### src/rtl/ualink_rx_parser.sv
// ---------------------------------------------------------------------------
// ualink_rx_parser
//
// AXI4-Stream sink for the request packets forwarded by ualink_turbo64.
// Each packet is two header words followed by payload beats. The block
// decodes opcode, destination and type, counts payload beats, checks
// framing, and emits one status record per packet on a valid/ready port.
// Saturating counters track good writes, good reads and errored packets.
//
// Ports
//   axi_aclk, axi_resetn       clock, asynchronous active-low reset
//   s_axis_*                   stream sink (tstrb and tuser are ignored)
//   stat_valid / stat_ready    status record handshake
//   stat_opcode/dest/len/err   status record fields
//                              err: [0] runt, [1] bad opcode,
//                                   [2] bad type, [3] overlength/data error
//   wr/rd/err_pkt_count        saturating packet statistics
//
// Optional feature (macro UALINK_RX_PAYLOAD_CHECK_EN):
//   payload beat n must equal {8{n[7:0]}}; a mismatch sets err[3] and
//   increments payload_mismatch_count (extra output port). Parsing stays in
//   PAYLOAD on a mismatch.
// ---------------------------------------------------------------------------
module ualink_rx_parser #(
   parameter int C_S_AXIS_DATA_WIDTH  = 64,
   parameter int C_S_AXIS_TUSER_WIDTH = 128,
   parameter int MAX_PAYLOAD_WORDS    = 32,
   parameter int CNT_WIDTH            = 32
) (
   input  logic                              axi_aclk,
   input  logic                              axi_resetn,
   input  logic [C_S_AXIS_DATA_WIDTH-1:0]    s_axis_tdata,
   input  logic [C_S_AXIS_DATA_WIDTH/8-1:0]  s_axis_tstrb,
   input  logic [C_S_AXIS_TUSER_WIDTH-1:0]   s_axis_tuser,
   input  logic                              s_axis_tvalid,
   output logic                              s_axis_tready,
   input  logic                              s_axis_tlast,
   output logic                              stat_valid,
   input  logic                              stat_ready,
   output logic [7:0]                        stat_opcode,
   output logic [47:0]                       stat_dest,
   output logic [7:0]                        stat_len,
   output logic [3:0]                        stat_err,
   output logic [CNT_WIDTH-1:0]              wr_pkt_count,
   output logic [CNT_WIDTH-1:0]              rd_pkt_count,
   output logic [CNT_WIDTH-1:0]              err_pkt_count
`ifdef UALINK_RX_PAYLOAD_CHECK_EN
   ,
   output logic [CNT_WIDTH-1:0]              payload_mismatch_count
`endif
);

   typedef enum logic [2:0] {
      S_HDR0    = 3'd0,
      S_HDR1    = 3'd1,
      S_PAYLOAD = 3'd2,
      S_DROP    = 3'd3,
      S_REPORT  = 3'd4,
      S_STALL   = 3'd5
   } state_t;

   localparam logic [8:0] MAX_LEN = 9'(MAX_PAYLOAD_WORDS);

   state_t                state_q, state_d;
   logic                  init_q, init_d;     // low only in the first cycle after reset
   logic                  tready_q, tready_d;
   logic [7:0]            opcode_q, opcode_d;
   logic [47:0]           dest_q, dest_d;
   logic [7:0]            len_q, len_d;
   logic [3:0]            err_q, err_d;
   logic                  stat_valid_q, stat_valid_d;
   logic [7:0]            stat_opcode_q, stat_opcode_d;
   logic [47:0]           stat_dest_q, stat_dest_d;
   logic [7:0]            stat_len_q, stat_len_d;
   logic [3:0]            stat_err_q, stat_err_d;
   logic [CNT_WIDTH-1:0]  wr_cnt_q, wr_cnt_d;
   logic [CNT_WIDTH-1:0]  rd_cnt_q, rd_cnt_d;
   logic [CNT_WIDTH-1:0]  err_cnt_q, err_cnt_d;
`ifdef UALINK_RX_PAYLOAD_CHECK_EN
   logic [CNT_WIDTH-1:0]  mis_cnt_q, mis_cnt_d;
`endif

   logic       beat_acc;
   logic       load;
   logic [7:0] len_inc;

   // Sideband inputs carry nothing this block needs.
   logic unused_sideband;
   assign unused_sideband = ^{s_axis_tstrb, s_axis_tuser};

   function automatic logic [CNT_WIDTH-1:0] cnt_inc(input logic [CNT_WIDTH-1:0] v);
      return (&v) ? v : v + CNT_WIDTH'(1);
   endfunction

   assign beat_acc = s_axis_tvalid && tready_q;
   assign len_inc  = (&len_q) ? len_q : len_q + 8'd1;

   always_comb begin
      state_d       = state_q;
      init_d        = 1'b1;
      opcode_d      = opcode_q;
      dest_d        = dest_q;
      len_d         = len_q;
      err_d         = err_q;
      load          = 1'b0;
      stat_valid_d  = stat_valid_q;
      stat_opcode_d = stat_opcode_q;
      stat_dest_d   = stat_dest_q;
      stat_len_d    = stat_len_q;
      stat_err_d    = stat_err_q;
      wr_cnt_d      = wr_cnt_q;
      rd_cnt_d      = rd_cnt_q;
      err_cnt_d     = err_cnt_q;
`ifdef UALINK_RX_PAYLOAD_CHECK_EN
      mis_cnt_d     = mis_cnt_q;
`endif

      case (state_q)
         S_HDR0: begin
            if (beat_acc) begin
               opcode_d = s_axis_tdata[15:8];
               dest_d   = s_axis_tdata[47:0];
               len_d    = 8'd0;
               err_d    = 4'd0;
               if (s_axis_tdata[15:8] != 8'hFE && s_axis_tdata[15:8] != 8'hFF)
                  err_d[1] = 1'b1;
               if (s_axis_tlast) begin
                  err_d[0] = 1'b1;
                  state_d  = S_REPORT;
               end else begin
                  state_d  = S_HDR1;
               end
            end
         end
         S_HDR1: begin
            if (beat_acc) begin
               if (s_axis_tdata[63:32] != 32'h0000_0008)
                  err_d[2] = 1'b1;
               if (s_axis_tlast) begin
                  err_d[0] = 1'b1;
                  state_d  = S_REPORT;
               end else if (err_d != 4'd0) begin
                  state_d  = S_DROP;
               end else begin
                  state_d  = S_PAYLOAD;
               end
            end
         end
         S_PAYLOAD: begin
            if (beat_acc) begin
               len_d = len_inc;
`ifdef UALINK_RX_PAYLOAD_CHECK_EN
               // len_q is the 0-based index of this payload beat
               if (s_axis_tdata != {8{len_q}}) begin
                  err_d[3]  = 1'b1;
                  mis_cnt_d = cnt_inc(mis_cnt_q);
               end
`endif
               if ({1'b0, len_inc} > MAX_LEN) begin
                  err_d[3] = 1'b1;
                  state_d  = s_axis_tlast ? S_REPORT : S_DROP;
               end else if (s_axis_tlast) begin
                  state_d  = S_REPORT;
               end
            end
         end
         S_DROP: begin
            if (beat_acc) begin
               len_d = len_inc;
               if (s_axis_tlast)
                  state_d = S_REPORT;
            end
         end
         S_REPORT: begin
            if (!stat_valid_q) begin
               load    = 1'b1;
               state_d = S_HDR0;
            end else begin
               state_d = S_STALL;
            end
         end
         S_STALL: begin
            if (stat_ready || !stat_valid_q) begin
               load    = 1'b1;
               state_d = S_HDR0;
            end
         end
         default: state_d = S_HDR0;
      endcase

      // Retire first; a same-cycle load overrides so valid stays high.
      if (stat_valid_q && stat_ready)
         stat_valid_d = 1'b0;

      if (load) begin
         stat_valid_d  = 1'b1;
         stat_opcode_d = opcode_q;
         stat_dest_d   = dest_q;
         stat_len_d    = len_q;
         stat_err_d    = err_q;
         if (err_q != 4'd0)
            err_cnt_d = cnt_inc(err_cnt_q);
         else if (opcode_q == 8'hFE)
            wr_cnt_d  = cnt_inc(wr_cnt_q);
         else
            rd_cnt_d  = cnt_inc(rd_cnt_q);
      end

      // Ready is registered from the next state; init_q holds it low for
      // the first cycle out of reset.
      tready_d = init_q && (state_d == S_HDR0 || state_d == S_HDR1 ||
                            state_d == S_PAYLOAD || state_d == S_DROP);
   end

   always_ff @(posedge axi_aclk or negedge axi_resetn) begin
      if (!axi_resetn) begin
         state_q       <= S_HDR0;
         init_q        <= 1'b0;
         tready_q      <= 1'b0;
         opcode_q      <= 8'd0;
         dest_q        <= 48'd0;
         len_q         <= 8'd0;
         err_q         <= 4'd0;
         stat_valid_q  <= 1'b0;
         stat_opcode_q <= 8'd0;
         stat_dest_q   <= 48'd0;
         stat_len_q    <= 8'd0;
         stat_err_q    <= 4'd0;
         wr_cnt_q      <= '0;
         rd_cnt_q      <= '0;
         err_cnt_q     <= '0;
`ifdef UALINK_RX_PAYLOAD_CHECK_EN
         mis_cnt_q     <= '0;
`endif
      end else begin
         state_q       <= state_d;
         init_q        <= init_d;
         tready_q      <= tready_d;
         opcode_q      <= opcode_d;
         dest_q        <= dest_d;
         len_q         <= len_d;
         err_q         <= err_d;
         stat_valid_q  <= stat_valid_d;
         stat_opcode_q <= stat_opcode_d;
         stat_dest_q   <= stat_dest_d;
         stat_len_q    <= stat_len_d;
         stat_err_q    <= stat_err_d;
         wr_cnt_q      <= wr_cnt_d;
         rd_cnt_q      <= rd_cnt_d;
         err_cnt_q     <= err_cnt_d;
`ifdef UALINK_RX_PAYLOAD_CHECK_EN
         mis_cnt_q     <= mis_cnt_d;
`endif
      end
   end

   assign s_axis_tready = tready_q;
   assign stat_valid    = stat_valid_q;
   assign stat_opcode   = stat_opcode_q;
   assign stat_dest     = stat_dest_q;
   assign stat_len      = stat_len_q;
   assign stat_err      = stat_err_q;
   assign wr_pkt_count  = wr_cnt_q;
   assign rd_pkt_count  = rd_cnt_q;
   assign err_pkt_count = err_cnt_q;
`ifdef UALINK_RX_PAYLOAD_CHECK_EN
   assign payload_mismatch_count = mis_cnt_q;
`endif

endmodule
### config.mk
export PLATFORM = sky130hd
export DESIGN_NAME = ualink_rx_parser
export DESIGN_NICKNAME = d
export VERILOG_FILES = /design/src/rtl/ualink_rx_parser.sv
export SDC_FILE = /design/constraint.sdc
export NUM_CORES = 1
export LEC_CHECK = 0
export CELL_PAD_IN_SITES_DETAIL_PLACEMENT = 1
export CELL_PAD_IN_SITES_GLOBAL_PLACEMENT = 1
export CORE_MARGIN = 4
export CORE_UTILIZATION = 34
export CTS_CLUSTER_DIAMETER = 80
export DETAILED_ROUTE_END_ITERATION = 8
export PLACE_DENSITY_LB_ADDON = 0.1
export SLEW_MARGIN = 40
export SYNTH_ARGS = -nofsm -noshare
export SYNTH_HDL_FRONTEND = slang
export SYNTH_SLANG_ARGS = --single-unit
export TNS_END_PERCENT = 10
### constraint.sdc
create_clock -name axi_aclk -period 2.34 [get_ports axi_aclk]
set_input_delay 0.468 -clock axi_aclk [delete_from_list [all_inputs] [get_ports axi_aclk]]
set_output_delay 0.468 -clock axi_aclk [all_outputs]
set_load 0.02 [all_outputs]
==> flow_summary.json <==
{
  "final_cells": 1485,
  "num_rows": 61,
  "synth_enable_flop_cells": 0,
  "synth_nets": 1003,
  "synth_most_common_cell": "dfrtp_1",
  "globalRouteTotalUtil": 0.1617,
  "run_status": "finished clean",
  "share_of_power_burned_in_registers": 0.414,
  "timing.setup.critical_path_class": "reg2reg",
  "p_int_w": 0.009236,
  "finalCritPeriodShare": 0.9373,
  "synth_ff_type": "dfrtp_1",
  "cts_post_setup_buffers_inserted": 0,
  "clock_latency_on_the_worst_skew_pair_ns": 0.52,
  "number_of_max_cap_violations": 0,
  "dp_hpwl_um": 18750,
  "floorplan.core_area_um2": 27860,
  "power.share.switching": 0.2945,
  "die_height_um": 176.4,
  "critPathLaunchType": "register",
  "routed_via_density": 4.855,
  "syn_area_um2": 9646,
  "number_of_global_route_vias_before_repair": 7851,
  "clock_network_fraction_of_design_power": 0.311,
  "timing.final.hold_violations": 0,
  "tritoncts_num_sinks": 222,
  "fin_crit_ns": 2.193,
  "netlist_top_cells_area": "dfrtp_1 (58%), mux2_2 (13%), xnor2_1 (4.9%), xor2_1 (3.3%), nand3_1 (2.4%)",
  "floorplan.initialDensity": 0.3462,
  "utilization": 0.4940,
  "critical_path_arrival_ns": 2.60,
  "total_power_w": 0.01309,
  "timing.final.setup_violations": 0,
  "synth_top_area_frac": 0.5760,
  "grt-ovfl-total": 0,
  "postSynthRegisterBits": 222,
  "detail_route.wl_per_cell_um": 17.23,
  "final_antenna_net_count": 0,
  "post-synth-top-area-cell": "dfrtp_1",
  "antenna_cells_inserted": 0,
  "slew_viol_final": 0,
  "hp-class": "in2async",
  "vdd_ir_drop_max_mv": 0.7524,
  "first_pass_detailed_route_iteration_total": 4,
  "dr.first_iter.drc_count": 227,
  "place_inst": 1437,
  "htreeDepth": 1,
  "tritoncts": "yes",
  "postSynthCellCount": 794,
  "grt_start_max_net_pins": 61,
  "port_buffers": 234,
  "area_added_between_synthesis_and_finish_pct": 42.69,
  "p_per_area_nw_per_um2": 951.1,
  "yosysSeqAreaShare": 0.5760,
  "yosys_cell_types": 55,
  "fraction_of_synthesis_flops_using_an_asynchronous_set_or_reset_pin": 1.000,
  "timing.critical_path.to_type": "register",
  "power.switching_w": 0.003855,
  "max_clock_freq_ghz": 0.4560,
  "worst_ep_required_time_ns": 2.75,
  "gp_congestion": 0.7862,
  "numCtsBuffers": 27,
  "die_width_um": 176.4,
  "post_synth.cell_area_avg_um2": 12.15,
  "synthTopCellsByCount": "dfrtp_1 (222), mux2_2 (111), nor2_1 (55)",
  "antenna_found_initial": 1,
  "route.vias.total": 7209,
  "synth.yosys.warnings": 0,
  "fin_worst_skew_ns": 0.01164,
  "post-route-drc-count": 0,
  "tns_ns": 0,
  "worst-path-max-fanout": 4,
  "design.final.nets": 1298,
  "finalWirelength_um": 25590,
  "ctsRootBufferMaster": "clkbuf_16",
  "clk_path_buf_depth": 3,
  "global_route_wire_length_before_repair_um": 41720,
  "io-pin-count": 371,
  "die-area_um2": 31130,
  "relative_contribution_of_combinational_cells_to_total_power": 0.275,
  "worst_setup_hold_path_clk_slew_ns": 0.06,
  "share_of_layout_cells_above_drive_strength_1": 0.2051,
  "power_leakage_nw": 5.840
}
-- routing by layer --
metal	part of all wire	global-route usage	wire length (um)	up-vias
met5	0.00051	0	13	-
met4	0.018	0.03546	454	2
met3	0.092	0.05803	2350	32
met2	0.46	0.2616	11700	198
met1	0.43	0.2105	11070	3566
li1	-	-	-	3411
-- layout make-up --
type	count	area (um2)
inverters	14	52.55
fillers	2933	14090
well taps	378	473.0
clock buffers	41	808.3
clock inverters	6	62.56
repair buffers	296	2903
flip-flops and latches	222	5555
multi-input cells	528	3909
-- worst max-delay path, cell delays in order (launching register included) --
cell and delay, ns:
dfrtp_1 0.42, nor4_4 0.38, o2111ai_1 0.20, or4_1 0.59, a21oi_4 0.21, nand4_1 0.13, xnor2_1 0.14
-- placed cells by master (no fill, tap or decap), types with 9 or more instances in the layout --
cell / netlist / layout
and3_1: 14 / 14
xnor2_1: 54 / 54
buf_4: 9 / 54
clkbuf_16: 0 / 27
a21oi_1: 14 / 14
and4_1: 9 / 9
xor2_1: 36 / 36
nand4_1: 36 / 36
clkdlybuf4s50_1: 0 / 233
nor4_1: 17 / 17
mux2_2: 111 / 111
nand2_1: 48 / 48
inv_1: 14 / 14
dfrtp_1: 222 / 222
nor2_1: 55 / 54
nand3_1: 46 / 46
nor3_1: 16 / 16
-- state kept, by name (all words and copies together), names as in the netlist --
register / flops
dest_q: 41
stat_dest: 41
err_pkt_count: 32
rd_pkt_count: 32
wr_pkt_count: 32
len_q: 8
stat_len: 8
opcode_q: 7
stat_opcode: 7
err_q: 4
stat_err: 4
state_q: 3
init_q: 1
s_axis_tready: 1
stat_valid: 1
-- logic make-up (layout without fill, tap and decap cells) --
family,after synthesis,after routing,share of synthesized area
simple gates,270,270,0.1477
flops,222,222,0.5760
mux,112,112,0.1306
xor+xnor,90,90,0.08172
compound gates,51,51,0.03684
buf+inv,44,357,0.02153
fa+ha+maj,4,4,0.005189
other cells,1,1,0.0003888
-- timing repair --
action                                  in CTS  in global routing
hold endpoints to repair                    48                  0
resized for setup                            0                  2
endpoints found under the setup margin       0                  3
hold buffers                                 1                  0
-- metrics by stage --
| stage | worst slack (ns) | hold WS (ns) | area [um2] |
|---|---|---|---|
| floorplan | 0.2055 | 0.1724 | 9646 |
| global placement | -0.2236 | 0.4285 | 12870 |
| detailed placement | -0.2366 | 0.4285 | 12870 |
| CTS | 0.07802 | 0.4590 | 13750 |
| global route | -0.04574 | 0.4900 | 13760 |
| finish | 0.1468 | 0.4627 | 13760 |
-- final timing paths --
check | start | to | slack, ns | cells past startpoint
min reg2reg | init_q | s_axis_tready | 0.47 | 2
min in group axi_aclk | init_q | s_axis_tready | 0.47 | 2
max reg2reg | err_q[1] | rd_pkt_count[28] | 0.15 | 6
min | axi_resetn | err_pkt_count[13] | 0.46 | 2
max in group asynchronous | axi_resetn | stat_dest[2] | 1.18 | 3
max | err_q[1] | rd_pkt_count[28] | 0.15 | 6
-- power groups by stage --
stage	Sequential, W	Clock (W)	Combinational [W]
2_1_floorplan	0.00594	0	0.00139
3_3_place_gp	0.00546	0	0.00360
3_5_place_dp	0.00550	0	0.00365
4_1_cts	0.00545	0.00421	0.00367
5_1_grt	0.00557	0.00438	0.00387
6_report	0.00542	0.00407	0.00360
(Power assumes the default switching activity.)
